--- config.mk ---
export PLATFORM = sky130hd
export DESIGN_NAME = line_buffer_sequencer
export DESIGN_NICKNAME = d
export VERILOG_FILES = /design/src/rtl/line_buffer_sequencer.sv
export SDC_FILE = /design/constraint.sdc
export NUM_CORES = 1
export LEC_CHECK = 0
export CORE_ASPECT_RATIO = 1.4
export CORE_MARGIN = 1.5
export CORE_UTILIZATION = 30
export DETAILED_ROUTE_END_ITERATION = 8
export GPL_TIMING_DRIVEN = 0
export HOLD_SLACK_MARGIN = 0.03
export PLACE_DENSITY_LB_ADDON = 0.05
export SYNTH_ARGS = -nofsm -noshare
export SYNTH_HDL_FRONTEND = slang
export SYNTH_SLANG_ARGS = --single-unit
--- constraint.sdc ---
create_clock -name clk_in -period 3.5 [get_ports clk_in]
set_input_delay 0.7 -clock clk_in [delete_from_list [all_inputs] [get_ports clk_in]]
set_output_delay 0.7 -clock clk_in [all_outputs]
set_load 0.05 [all_outputs]
--- src/rtl/line_buffer_sequencer.sv ---
// line_buffer_sequencer
// Control sequencer for a 4-bank rotating line buffer. It tracks the incoming
// pixel coordinates and produces per-pixel bank write strobes/addresses, rotates
// the write bank at each line end and drives the three read-tap bank selects.
// It also reports frame-aligned fill status and the row held on the centre tap.
// It stores no pixel data itself.
//
// Ports:
//   clk_in            system clock
//   rst_in            synchronous active-high reset
//   hcount_in         column of incoming pixel
//   vcount_in         row of incoming pixel
//   data_valid_in     incoming pixel valid
//   wr_en_out         write strobe to the selected bank
//   wr_bank_out       one-hot write bank select
//   wr_addr_out       bank write address (hcount_in[8:0])
//   rd_sel_out        bank index per read tap; [0] newest complete line
//   lines_filled_out  complete lines in the current frame, saturating at 3
//   window_valid_out  three complete lines of the current frame are buffered
//   center_row_out    vcount of the line on tap [1]
//   line_done_out     pulse: a line just completed
//   frame_done_out    pulse: the last line of the frame just completed
//   sync_err_out      pulse: frame restart seen mid-frame
//   range_err_out     sticky: valid pixel outside the active area seen
module line_buffer_sequencer #(
    parameter int H_ACTIVE = 320,
    parameter int V_ACTIVE = 240
) (
    input  logic            clk_in,
    input  logic            rst_in,
    input  logic [10:0]     hcount_in,
    input  logic [9:0]      vcount_in,
    input  logic            data_valid_in,
    output logic            wr_en_out,
    output logic [3:0]      wr_bank_out,
    output logic [8:0]      wr_addr_out,
    output logic [2:0][1:0] rd_sel_out,
    output logic [1:0]      lines_filled_out,
    output logic            window_valid_out,
    output logic [9:0]      center_row_out,
    output logic            line_done_out,
    output logic            frame_done_out,
    output logic            sync_err_out,
    output logic            range_err_out
);

    localparam logic [10:0] H_LIMIT = 11'(H_ACTIVE);
    localparam logic [10:0] H_LAST  = 11'(H_ACTIVE - 1);
    localparam logic [9:0]  V_LIMIT = 10'(V_ACTIVE);
    localparam logic [9:0]  V_LAST  = 10'(V_ACTIVE - 1);

    typedef enum logic [1:0] {
        ST_IDLE   = 2'd0,
        ST_FILL   = 2'd1,
        ST_STREAM = 2'd2
    } state_e;

    state_e          state_q, state_d;
    logic [1:0]      wr_idx_q, wr_idx_d;
    logic            wr_en_q, wr_en_d;
    logic [3:0]      wr_bank_q, wr_bank_d;
    logic [8:0]      wr_addr_q, wr_addr_d;
    logic [2:0][1:0] rd_sel_q, rd_sel_d;
    logic [1:0]      lines_q, lines_d;
    logic            window_valid_q, window_valid_d;
    logic [9:0]      center_row_q, center_row_d;
    logic            line_done_q, line_done_d;
    logic            frame_done_q, frame_done_d;
    logic            sync_err_q, sync_err_d;
    logic            range_err_q, range_err_d;

    logic            in_range_s;
    logic            frame_start_s;
    logic            accept_s;
    logic            line_end_s;
    logic            frame_end_s;
    logic [1:0]      lines_base_s;
    logic [1:0]      lines_next_s;

    function automatic logic [3:0] onehot4(input logic [1:0] idx);
        logic [3:0] res;
        case (idx)
            2'd0:    res = 4'b0001;
            2'd1:    res = 4'b0010;
            2'd2:    res = 4'b0100;
            2'd3:    res = 4'b1000;
            default: res = 4'b0001;
        endcase
        return res;
    endfunction

    // Pixel classification shared by the next-state and output logic.
    always_comb begin
        in_range_s    = (hcount_in < H_LIMIT) && (vcount_in < V_LIMIT);
        frame_start_s = data_valid_in && (hcount_in == 11'd0) && (vcount_in == 10'd0);
        // IDLE only lets a frame start through; out-of-range pixels are never written.
        accept_s      = data_valid_in && in_range_s && ((state_q != ST_IDLE) || frame_start_s);
        line_end_s    = accept_s && (hcount_in == H_LAST);
        frame_end_s   = line_end_s && (vcount_in == V_LAST);
        // A frame start (fresh or restart) clears the fill count before this pixel counts.
        if (frame_start_s) begin
            lines_base_s = 2'd0;
        end else begin
            lines_base_s = lines_q;
        end
        if (line_end_s && (lines_base_s != 2'd3)) begin
            lines_next_s = lines_base_s + 2'd1;
        end else begin
            lines_next_s = lines_base_s;
        end
    end

    // State register.
    always_ff @(posedge clk_in) begin
        if (rst_in) begin
            state_q <= ST_IDLE;
        end else begin
            state_q <= state_d;
        end
    end

    // Next-state logic: the last line of a frame always returns to IDLE.
    always_comb begin
        state_d = state_q;
        case (state_q)
            ST_IDLE: begin
                if (frame_end_s) begin
                    state_d = ST_IDLE;
                end else if (frame_start_s) begin
                    state_d = ST_FILL;
                end else begin
                    state_d = ST_IDLE;
                end
            end
            ST_FILL, ST_STREAM: begin
                if (frame_end_s) begin
                    state_d = ST_IDLE;
                end else if (frame_start_s) begin
                    state_d = ST_FILL;
                end else if (lines_next_s == 2'd3) begin
                    state_d = ST_STREAM;
                end else begin
                    state_d = state_q;
                end
            end
            default: state_d = ST_IDLE;
        endcase
    end

    // Output/datapath next values; everything is registered below.
    always_comb begin
        wr_en_d      = accept_s;
        line_done_d  = line_end_s;
        frame_done_d = frame_end_s;
        // A mid-frame frame start restarts the fill without rotating the bank.
        sync_err_d   = frame_start_s && (state_q != ST_IDLE);
        range_err_d  = range_err_q || (data_valid_in && !in_range_s);
        lines_d      = lines_next_s;
        if (accept_s) begin
            wr_addr_d = hcount_in[8:0];
            wr_bank_d = onehot4(wr_idx_q);
        end else begin
            wr_addr_d = wr_addr_q;
            wr_bank_d = wr_bank_q;
        end
        if (line_end_s) begin
            wr_idx_d = wr_idx_q + 2'd1;
            if (vcount_in == 10'd0) begin
                center_row_d = 10'd0;
            end else begin
                center_row_d = vcount_in - 10'd1;
            end
        end else begin
            wr_idx_d     = wr_idx_q;
            center_row_d = center_row_q;
        end
        if (line_end_s && (lines_next_s == 2'd3)) begin
            window_valid_d = 1'b1;
        end else if (frame_start_s) begin
            window_valid_d = 1'b0;
        end else begin
            window_valid_d = window_valid_q;
        end
        rd_sel_d[0] = wr_idx_d - 2'd1;
        rd_sel_d[1] = wr_idx_d - 2'd2;
        rd_sel_d[2] = wr_idx_d - 2'd3;
    end

    // Datapath and output registers.
    always_ff @(posedge clk_in) begin
        if (rst_in) begin
            wr_idx_q       <= 2'd0;
            wr_en_q        <= 1'b0;
            wr_bank_q      <= 4'b0001;
            wr_addr_q      <= 9'd0;
            rd_sel_q       <= {2'd1, 2'd2, 2'd3};
            lines_q        <= 2'd0;
            window_valid_q <= 1'b0;
            center_row_q   <= 10'd0;
            line_done_q    <= 1'b0;
            frame_done_q   <= 1'b0;
            sync_err_q     <= 1'b0;
            range_err_q    <= 1'b0;
        end else begin
            wr_idx_q       <= wr_idx_d;
            wr_en_q        <= wr_en_d;
            wr_bank_q      <= wr_bank_d;
            wr_addr_q      <= wr_addr_d;
            rd_sel_q       <= rd_sel_d;
            lines_q        <= lines_d;
            window_valid_q <= window_valid_d;
            center_row_q   <= center_row_d;
            line_done_q    <= line_done_d;
            frame_done_q   <= frame_done_d;
            sync_err_q     <= sync_err_d;
            range_err_q    <= range_err_d;
        end
    end

    assign wr_en_out        = wr_en_q;
    assign wr_bank_out      = wr_bank_q;
    assign wr_addr_out      = wr_addr_q;
    assign rd_sel_out       = rd_sel_q;
    assign lines_filled_out = lines_q;
    assign window_valid_out = window_valid_q;
    assign center_row_out   = center_row_q;
    assign line_done_out    = line_done_q;
    assign frame_done_out   = frame_done_q;
    assign sync_err_out     = sync_err_q;
    assign range_err_out    = range_err_q;

endmodule

Word level (Yosys, flattened, before mapping)
Cells that the tools add are included.

operators by class
  $add $sub $neg = 6
  order comparisons = 2
  equality and inequality tests = 10
  mux-type cells = 13
  reductions and logical operators = 21

operators by type and width
  cell                                                  count
  one-hot mux 4 bit (4 select lines)                    1
  2-to-1 mux 2 bit                                      6
  equality test 11 x 9 -> 1 bit, second input constant  1
  logical AND 1 bit                                     11
  zero test 11 bit                                      1
  < comparator 11 x 9 -> 1 bit, second input constant   1
  equality test 10 x 8 -> 1 bit, second input constant  1
  zero test 10 bit                                      1
  < comparator 10 x 8 -> 1 bit, second input constant   1
  2-to-1 mux 10 bit                                     1
  subtractor 10 x 1 -> 10 bit, second input constant    1
  equality test 2 bit, second input constant            4
  adder 2 x 1 -> 2 bit, second input constant           2
  equality test 2 x 1 -> 1 bit, second input constant   2
  zero test 2 bit                                       2
  2-to-1 mux 1 bit                                      4
  != test 4 bit, second input constant                  1
  one-hot mux 2 bit (2 select lines)                    1
  nonzero test 2 bit                                    2
  subtractor 2 bit, second input constant               2
  logical OR 1 bit                                      2
  != test 2 bit, second input constant                  1
  OR reduction 2 bit                                    1
  subtractor 2 x 1 -> 2 bit, second input constant      1
  zero test 1 bit                                       1

word-level totals
  bits in registers = 41
  input bits = 24
  output and inout port bits = 37
  word-level logic and storage cells = 67

Depth between registers and ports, before layout
Gate-level depths: netlist (run 1).

  word-level depth = 13
  mapped depth = 11
  gate-level depth less buffers = 11

Least setup slack after synthesis (run 1)
No wires, ideal clock.

  path kind = input-to-reg
  start = input port vcount_in[4]
  end = register window_valid_q, in the netlist window_valid_out
  library setup time = 117 ps
  data arrival time = 2925 ps
  required time = 3383 ps
  slack = 458 ps
  cell stages on the path = 11
  buffers on the path = 1
  cells stage by stage = buf_6 -> nor4_2 -> nand4_1 -> or2_2 -> and2_1 -> ha_1 -> nand3b_1 -> or4_4 -> nand4_1 -> o21ai_1 -> a22o_1

on the way
  longest elaborated chain between the ends = 10

RTL lines
  what                                                              RTL line  source
  start: declaration                                                32        input logic [9:0] vcount_in,
  < comparator 10 x 8 -> 1 bit or zero test 10 bit (tied branches)  94, 95
  logical AND 1 bit (on tied branches)                              94, 95
  logical AND 1 bit or logical OR 1 bit (tied branches)             97        accept_s = data_valid_in && in_range_s && ((state_q != ST_IDLE) || frame_start_s);
  logical AND 1 bit                                                 97
  logical AND 1 bit                                                 98        line_end_s = accept_s && (hcount_in == H_LAST);
  logical AND 1 bit                                                 106       if (line_end_s && (lines_base_s != 2'd3)) begin
  2-to-1 mux 2 bit                                                  106
  equality test 2 bit                                               177       if (line_end_s && (lines_next_s == 2'd3)) begin
  logical AND 1 bit                                                 177
  2-to-1 mux 1 bit or nonzero test 2 bit (tied branches)            -
  end signal: assignment                                            211       window_valid_q <= window_valid_d;
  end: declaration                                                  65        logic window_valid_q, window_valid_d;

Several ways; a longest one is shown, not always the timed one.
A chain may end at the register's enable or synchronous reset.

Worst setup path in the final report (run 1)
  start = input port vcount_in[6]
  end = register window_valid_q, in the netlist window_valid_out

Same word-level chain as after synthesis.

==> impl_metrics.tcl, run 1 <==
set metrics [dict create \
    numPortBuffers 59 \
    slowest_stage "clkdlybuf4s50_1" \
    insertion_delay_ns 0.29 \
    r2r-end "window_valid_out" \
    hold_viol 0 \
    setup_violations 0 \
    slowest_delay_ns 0.51 \
    nFillCells 619 \
    synthToLayoutAreaGrowth_pct 42.9 \
    r2r_slack_ns 1.55 \
    cts_buffers 5 \
    setup.worst_path.start_class "primary input" \
    grt_pass1_wl_um 7610 \
    r2r_cells 7 \
    hold_path.class "reg2reg" \
    fin_crit_sh_pct 95.0 \
    setup_ws_ns 0.174 \
    grt_max_degree 12 \
    worst-slew-pin-transition_ns 0.537 \
    rows 33 \
    rr_startpoint "state_q[0]" \
    die_area_mm2 0.00672 \
    final.min_clock_period_ns 3.33 \
    synth-seq-area-share_pct 41.8 \
    outcome "completed" \
    ys_ff_latch 39 \
    drtIter0Drc 56 \
    cp.required_ns 3.68 \
    netlist_area_mm2 0.00187 \
    syn-instance-count 208 \
    coreArea_mm2 0.00595 \
    wl_per_cell_um 13.3 \
    antenna_found_initial 0 \
    async_flop_share_pct 0 \
    grtUsageTotal_pct 14.3 \
    drtPass1Iterations 4 \
    crit_start "vcount_in[6]" \
    met3_usage_pct 3.87 \
    cp-endpoint "window_valid_out" \
    clk_path_buf_depth 2 \
    die_y_um 96.4 \
    fin_nets 310 \
    slew_headroom_pct 64.2 \
    post-place-ws_ns -0.327 \
    avgViaCountPerCell 4.78 \
    power.density_mw_per_mm2 318 \
    use_met1_pct 17.6 \
    die_w_um 69.7 \
    wl_um 4600 \
    postLayoutCellArea_mm2 0.00267 \
    cts_tree "done" \
    clkSinkCount 39 \
    clock-root-buffer "clkbuf_8" \
    finClkSkew_ns 0.00283 \
    ys_types 41 \
    initial_core_util_pct 31.4 \
    multi_input_area_um2 998 \
    dpl_cell_area_mm2 0.00255 \
    maxSlewViolCount 0 \
    rsz0062_at_grt "no" \
    overflow 0 \
    busiest_layer "met2" \
    setup.worst_path.class "in2reg" \
    p_leak_uw 0.00108 \
    fin_setup_tns_ns 0 \
    cts.clk_slew.worst_paths_ns 0.07 \
    ys.flop_type "dfxtp_1" \
    via_count 1660 \
    routabilityCongestion 0.773 \
    num_antenna_cells 0 \
    crit_fanout 5 \
    synth_edf_count 0 \
    ant_nets 0 \
    synth_warnings 0 \
    cp_cell_sequence "clkdlybuf4s50_1 > nor4_2 > nand4_1 > or2_2 > and2_1 > ha_1 > nand3b_1 > or4_4 > nand4_1 > o21ai_1 > a22o_1" \
    layout-drive-gt1-share_pct 9.03 \
    final_util_pct 44.9 \
    hpwl_um 3530 \
    syn-num-nets 242 \
    crit_top_cell "nand4_1" \
    cap_violations 0 \
    met2_usage_pct 24.4 \
    ios 61 \
    end_kind "flip-flop" \
    avgSynthCellArea_um2 8.98 \
    ir_drop_mv 0.217 \
    arrival_ns 3.51 \
    regArea_um2 781 \
    post-route-drc-count 0 \
    cts_max_level 2 \
    max_freq_mhz 301 \
    grt_pass1_vias 1584 \
]
[cells in the mapped netlist, types with 4 or more instances]
cell,count,area [µm²]
dfxtp_1,39,781
nor2_1,32,120
mux2i_1,18,180
nand2_1,12,45.0
a21oi_1,11,55.1
inv_1,11,41.3
ha_1,10,125
nand3_1,6,30.0
nor3_1,6,30.0
or3_1,6,37.5
nand4_1,4,25.0
nor4_1,4,25.0
xnor2_1,4,35.0
[area by class of cell]
type                    count  share of cell area [%]
multi-input cells         148                    37.4
repair buffers             61                    22.7
clock buffers               8                    3.75
well taps                  70                    3.28
inverters                  11                    1.55
flip-flops and latches     39                    29.2
plain buffers              10                    2.11
[state kept, by name, summed over array words and instances, names as in the netlist]
signal,flops
sync_err_out,1
lines_filled_out,2
range_err_out,1
center_row_out,10
wr_bank_out,4
wr_en_out,1
line_done_out,1
state_q,2
window_valid_out,1
wr_addr_out,9
rd_sel_out,4
frame_done_out,1
wr_idx_q,2
[worst min-delay path by stage]
stage | startpoint | to | slack, ns | cells past startpoint
final | center_row_out[1] | center_row_out[1] | 0.45 | 2
after global routing | center_row_out[1] | center_row_out[1] | 0.47 | 2
after CTS | center_row_out[1] | center_row_out[1] | 0.45 | 2
after detailed placement | center_row_out[1] | center_row_out[1] | 0.44 | 2
after global placement | center_row_out[1] | center_row_out[1] | 0.44 | 2
after floorplan | state_q[1] | state_q[1] | 0.45 | 2
[worst max-delay path: cells and delay by family]
family | cells | cell delay, ns
buf+inv | 1 | 0.51
fa+ha+maj | 1 | 0.17
simple gates | 7 | 1.78
compound gates | 2 | 0.34
[metrics by stage]
step / std cells / total power [µW] / hold WS [ns]
floorplan: 208 / 482 / 0.451
global placement: 337 / 525 / 0.440
detailed placement: 337 / 525 / 0.443
CTS: 345 / 865 / 0.454
global route: 347 / 887 / 0.472
finish: 347 / 849 / 0.449
[power breakdown]
part           switching (µW)  leakage, µW  total [µW]  internal [µW]
Clock                     152    0.0000515         332            180
Combinational            37.1     0.000718        72.2           35.1
Sequential              0.404     0.000314         445            444
[cell families after synthesis]
kind of cell / count (synthesis) / synth area share [%]
flops: 39 / 41.8
mux: 20 / 10.9
xor+xnor: 6 / 2.81
simple gates: 89 / 25.0
compound gates: 23 / 7.64
fa+ha+maj: 10 / 6.70
buf+inv: 21 / 5.22
[repair_timing]
| item | in CTS | in global routing |
|---|---|---|
| hold buffers | 0 | 0 |
| pin swaps | 0 | 4 |
| gates resized for setup | 1 | 0 |
| endpoints found under the setup margin | 1 | 1 |
| setup buffers | 0 | 2 |
| gates cloned | 0 | 0 |
[cell usage in the layout, fill, tap and decap left out, types with 2 or more instances in the layout]
cell             count
clkdlybuf4s50_1     59
dfxtp_1             39
nor2_1              32
mux2i_1             18
nand2_1             12
inv_1               11
a21oi_1             11
ha_1                10
clkbuf_8             7
nor3_1               6
nand3_1              6
or3_1                6
nand4_1              4
nor4_1               4
clkbuf_1             4
xnor2_1              4
buf_4                4
or2_2                3
a211o_1              3
buf_2                3
o31ai_1              3
and2_1               2
o21ai_0              2
nand3b_1             2
or4_1                2
xor2_1               2
[metal layers]
| metal | wire [µm] | vias up | part of all wire, % |
|---|---|---|---|
| met5 | 0 | - | 0 |
| met4 | 63 | 0 | 1.4 |
| met3 | 246 | 6 | 5.3 |
| met2 | 2160 | 45 | 47 |
| met1 | 2130 | 756 | 46 |
| li1 | - | 853 | - |
Note: power is estimated with default switching activity, not from simulation.
==> run 2: changes to the inputs <==
CORE_MARGIN = unset   (was 1.5)
CTS_BUF_LIST = sky130_fd_sc_hd__clkbuf_16   (was unset)
==> impl_metrics.tcl, run 2 (same netlist as run 1, synthesis figures left out) <==
set metrics [dict create \
    outcome "completed" \
    routabilityCongestion 0.780 \
    largest_register_ffs 10 \
    clk_path_buf_depth 2 \
    arrival_ns 3.49 \
    grtUsageTotal_pct 15.7 \
    crit_top_cell "nand4_1" \
    coreArea_mm2 0.00595 \
    slowest_delay_ns 0.47 \
    regArea_um2 781 \
    antenna_found_initial 0 \
    multi_input_area_mm2 0.00101 \
    clock-root-buffer "clkbuf_16" \
    num_antenna_cells 0 \
    setup.worst_path.class "in2reg" \
    rows 33 \
    final.min_clock_period_ns 3.32 \
    final_common_cell "clkdlybuf4s50_1" \
    post-place-ws_ns -0.305 \
    synthToLayoutAreaGrowth_pct 45.7 \
    die_w_um 68.7 \
    ios 61 \
    die_y_um 95.4 \
    crit_fanout 5 \
    clkSinkCount 39 \
    worst-slew-pin-transition_ns 0.556 \
    wl_per_cell_um 13.3 \
    cts.clk_slew.worst_paths_ns 0.06 \
    ir_drop_mv 0.205 \
    avgViaCountPerCell 4.77 \
    slowest_stage "clkdlybuf4s50_1" \
    cp_cell_sequence "clkdlybuf4s50_1 > nor4_4 > nand4_1 > or2_4 > and2_1 > ha_1 > nand3b_1 > or4_4 > nand4_1 > o21ai_1 > a22o_1" \
    via_count 1654 \
    wl_um 4610 \
    maxSlewViolCount 0 \
    setup_ws_ns 0.183 \
    rsz0062_at_grt "no" \
    grt_max_degree 12 \
    overflow 0 \
    grt_pass1_vias 1652 \
    cts_max_level 2 \
    hpwl_um 3490 \
    max_freq_mhz 302 \
    hold_viol 0 \
    layout-drive-gt1-share_pct 8.66 \
    fin_crit_sh_pct 94.8 \
    post-route-drc-count 0 \
    fin_nets 310 \
    initial_core_util_pct 31.4 \
    p_leak_uw 0.00112 \
    nFillCells 615 \
    finClkSkew_ns 0.00418 \
    end_kind "flip-flop" \
    insertion_delay_ns 0.28 \
    total_power_uw 946 \
    ant_nets 0 \
    cap_violations 0 \
    setup.worst_path.start_class "primary input" \
    die_area_mm2 0.00655 \
    final_cell_mix "clkdlybuf4s50_1, dfxtp_1, nor2_1, mux2i_1, inv_1" \
    power.density_mw_per_mm2 347 \
    hold_path.class "reg2reg" \
    cts_tree "done" \
    setup_violations 0 \
    drtPass1Iterations 6 \
    cts_buffers 5 \
    slew_headroom_pct 62.4 \
    drtIter0Drc 52 \
    cts_hold_buf 0 \
    cp.required_ns 3.67 \
    grt_pass1_wl_um 7570 \
    numPortBuffers 59 \
]
-- run 2: changes by cell type in the layout (fill, tap and decap cells not counted), sizes merged --
cell           previous run  this run
clkbuf                   11         8
inv                      11        13
clkdlybuf4s50            59        58
clkinv                    0         1
dlymetal6s2s              0         1
-- run 2: final cells by class --
class,instances,area share [%]
sequential,39,28.7
inverter,11,1.52
tap,70,3.22
multi-input combinational,148,37.1
buffer,10,2.07
timing repair buffer,61,22.3
clock buffer,5,4.60
clock inverter,3,0.460
-- run 2: critical path, delay by kind of cell --
kind	cells	cell delay (ns)
adders and majority gates	1	0.18
AOI/OAI and AO/OA	2	0.34
and+or+nand+nor	7	1.79
buffers and inverters	1	0.47
-- run 2: report_power, final --
part / switching, µW / total (µW) / internal (µW)
Clock: 170 / 428 / 257
Sequential: 0.403 / 445 / 445
Combinational: 37.9 / 72.6 / 34.6
Total: 209 / 946 / 737
-- run 2: final timing paths --
check,startpoint,to,slack (ns),cells after the start
min,center_row_out[1],center_row_out[1],0.45,2
min reg2reg,center_row_out[1],center_row_out[1],0.45,2
max,hcount_in[9],window_valid_out,0.18,11
max reg2reg,state_q[0],window_valid_out,1.54,7
-- run 2: layer usage --
metal	wire [µm]	GRT usage, %
met5	0	0
met4	40	5.78
met3	231	4.78
met2	2200	26.1
met1	2140	18.6
-- run 2: repair_timing --
action	CTS	global route
endpoints found under the setup margin	1	3
cloned	0	0
gates resized for setup	1	3
pin swaps	0	3
buffers inserted	0	2
-- run 2: through the flow --
step	setup TNS [ns]	cells	hold WS [ns]	utilization [%]	area (µm²)
after floorplan	0	208	0.451	-	1870
after global placement	-0.747	337	0.440	42.8	2550
after detailed placement	-0.833	337	0.444	42.8	2550
after CTS	0	345	0.450	45.3	2690
after global routing	0	347	0.469	45.8	2720
final	0	347	0.445	45.8	2720
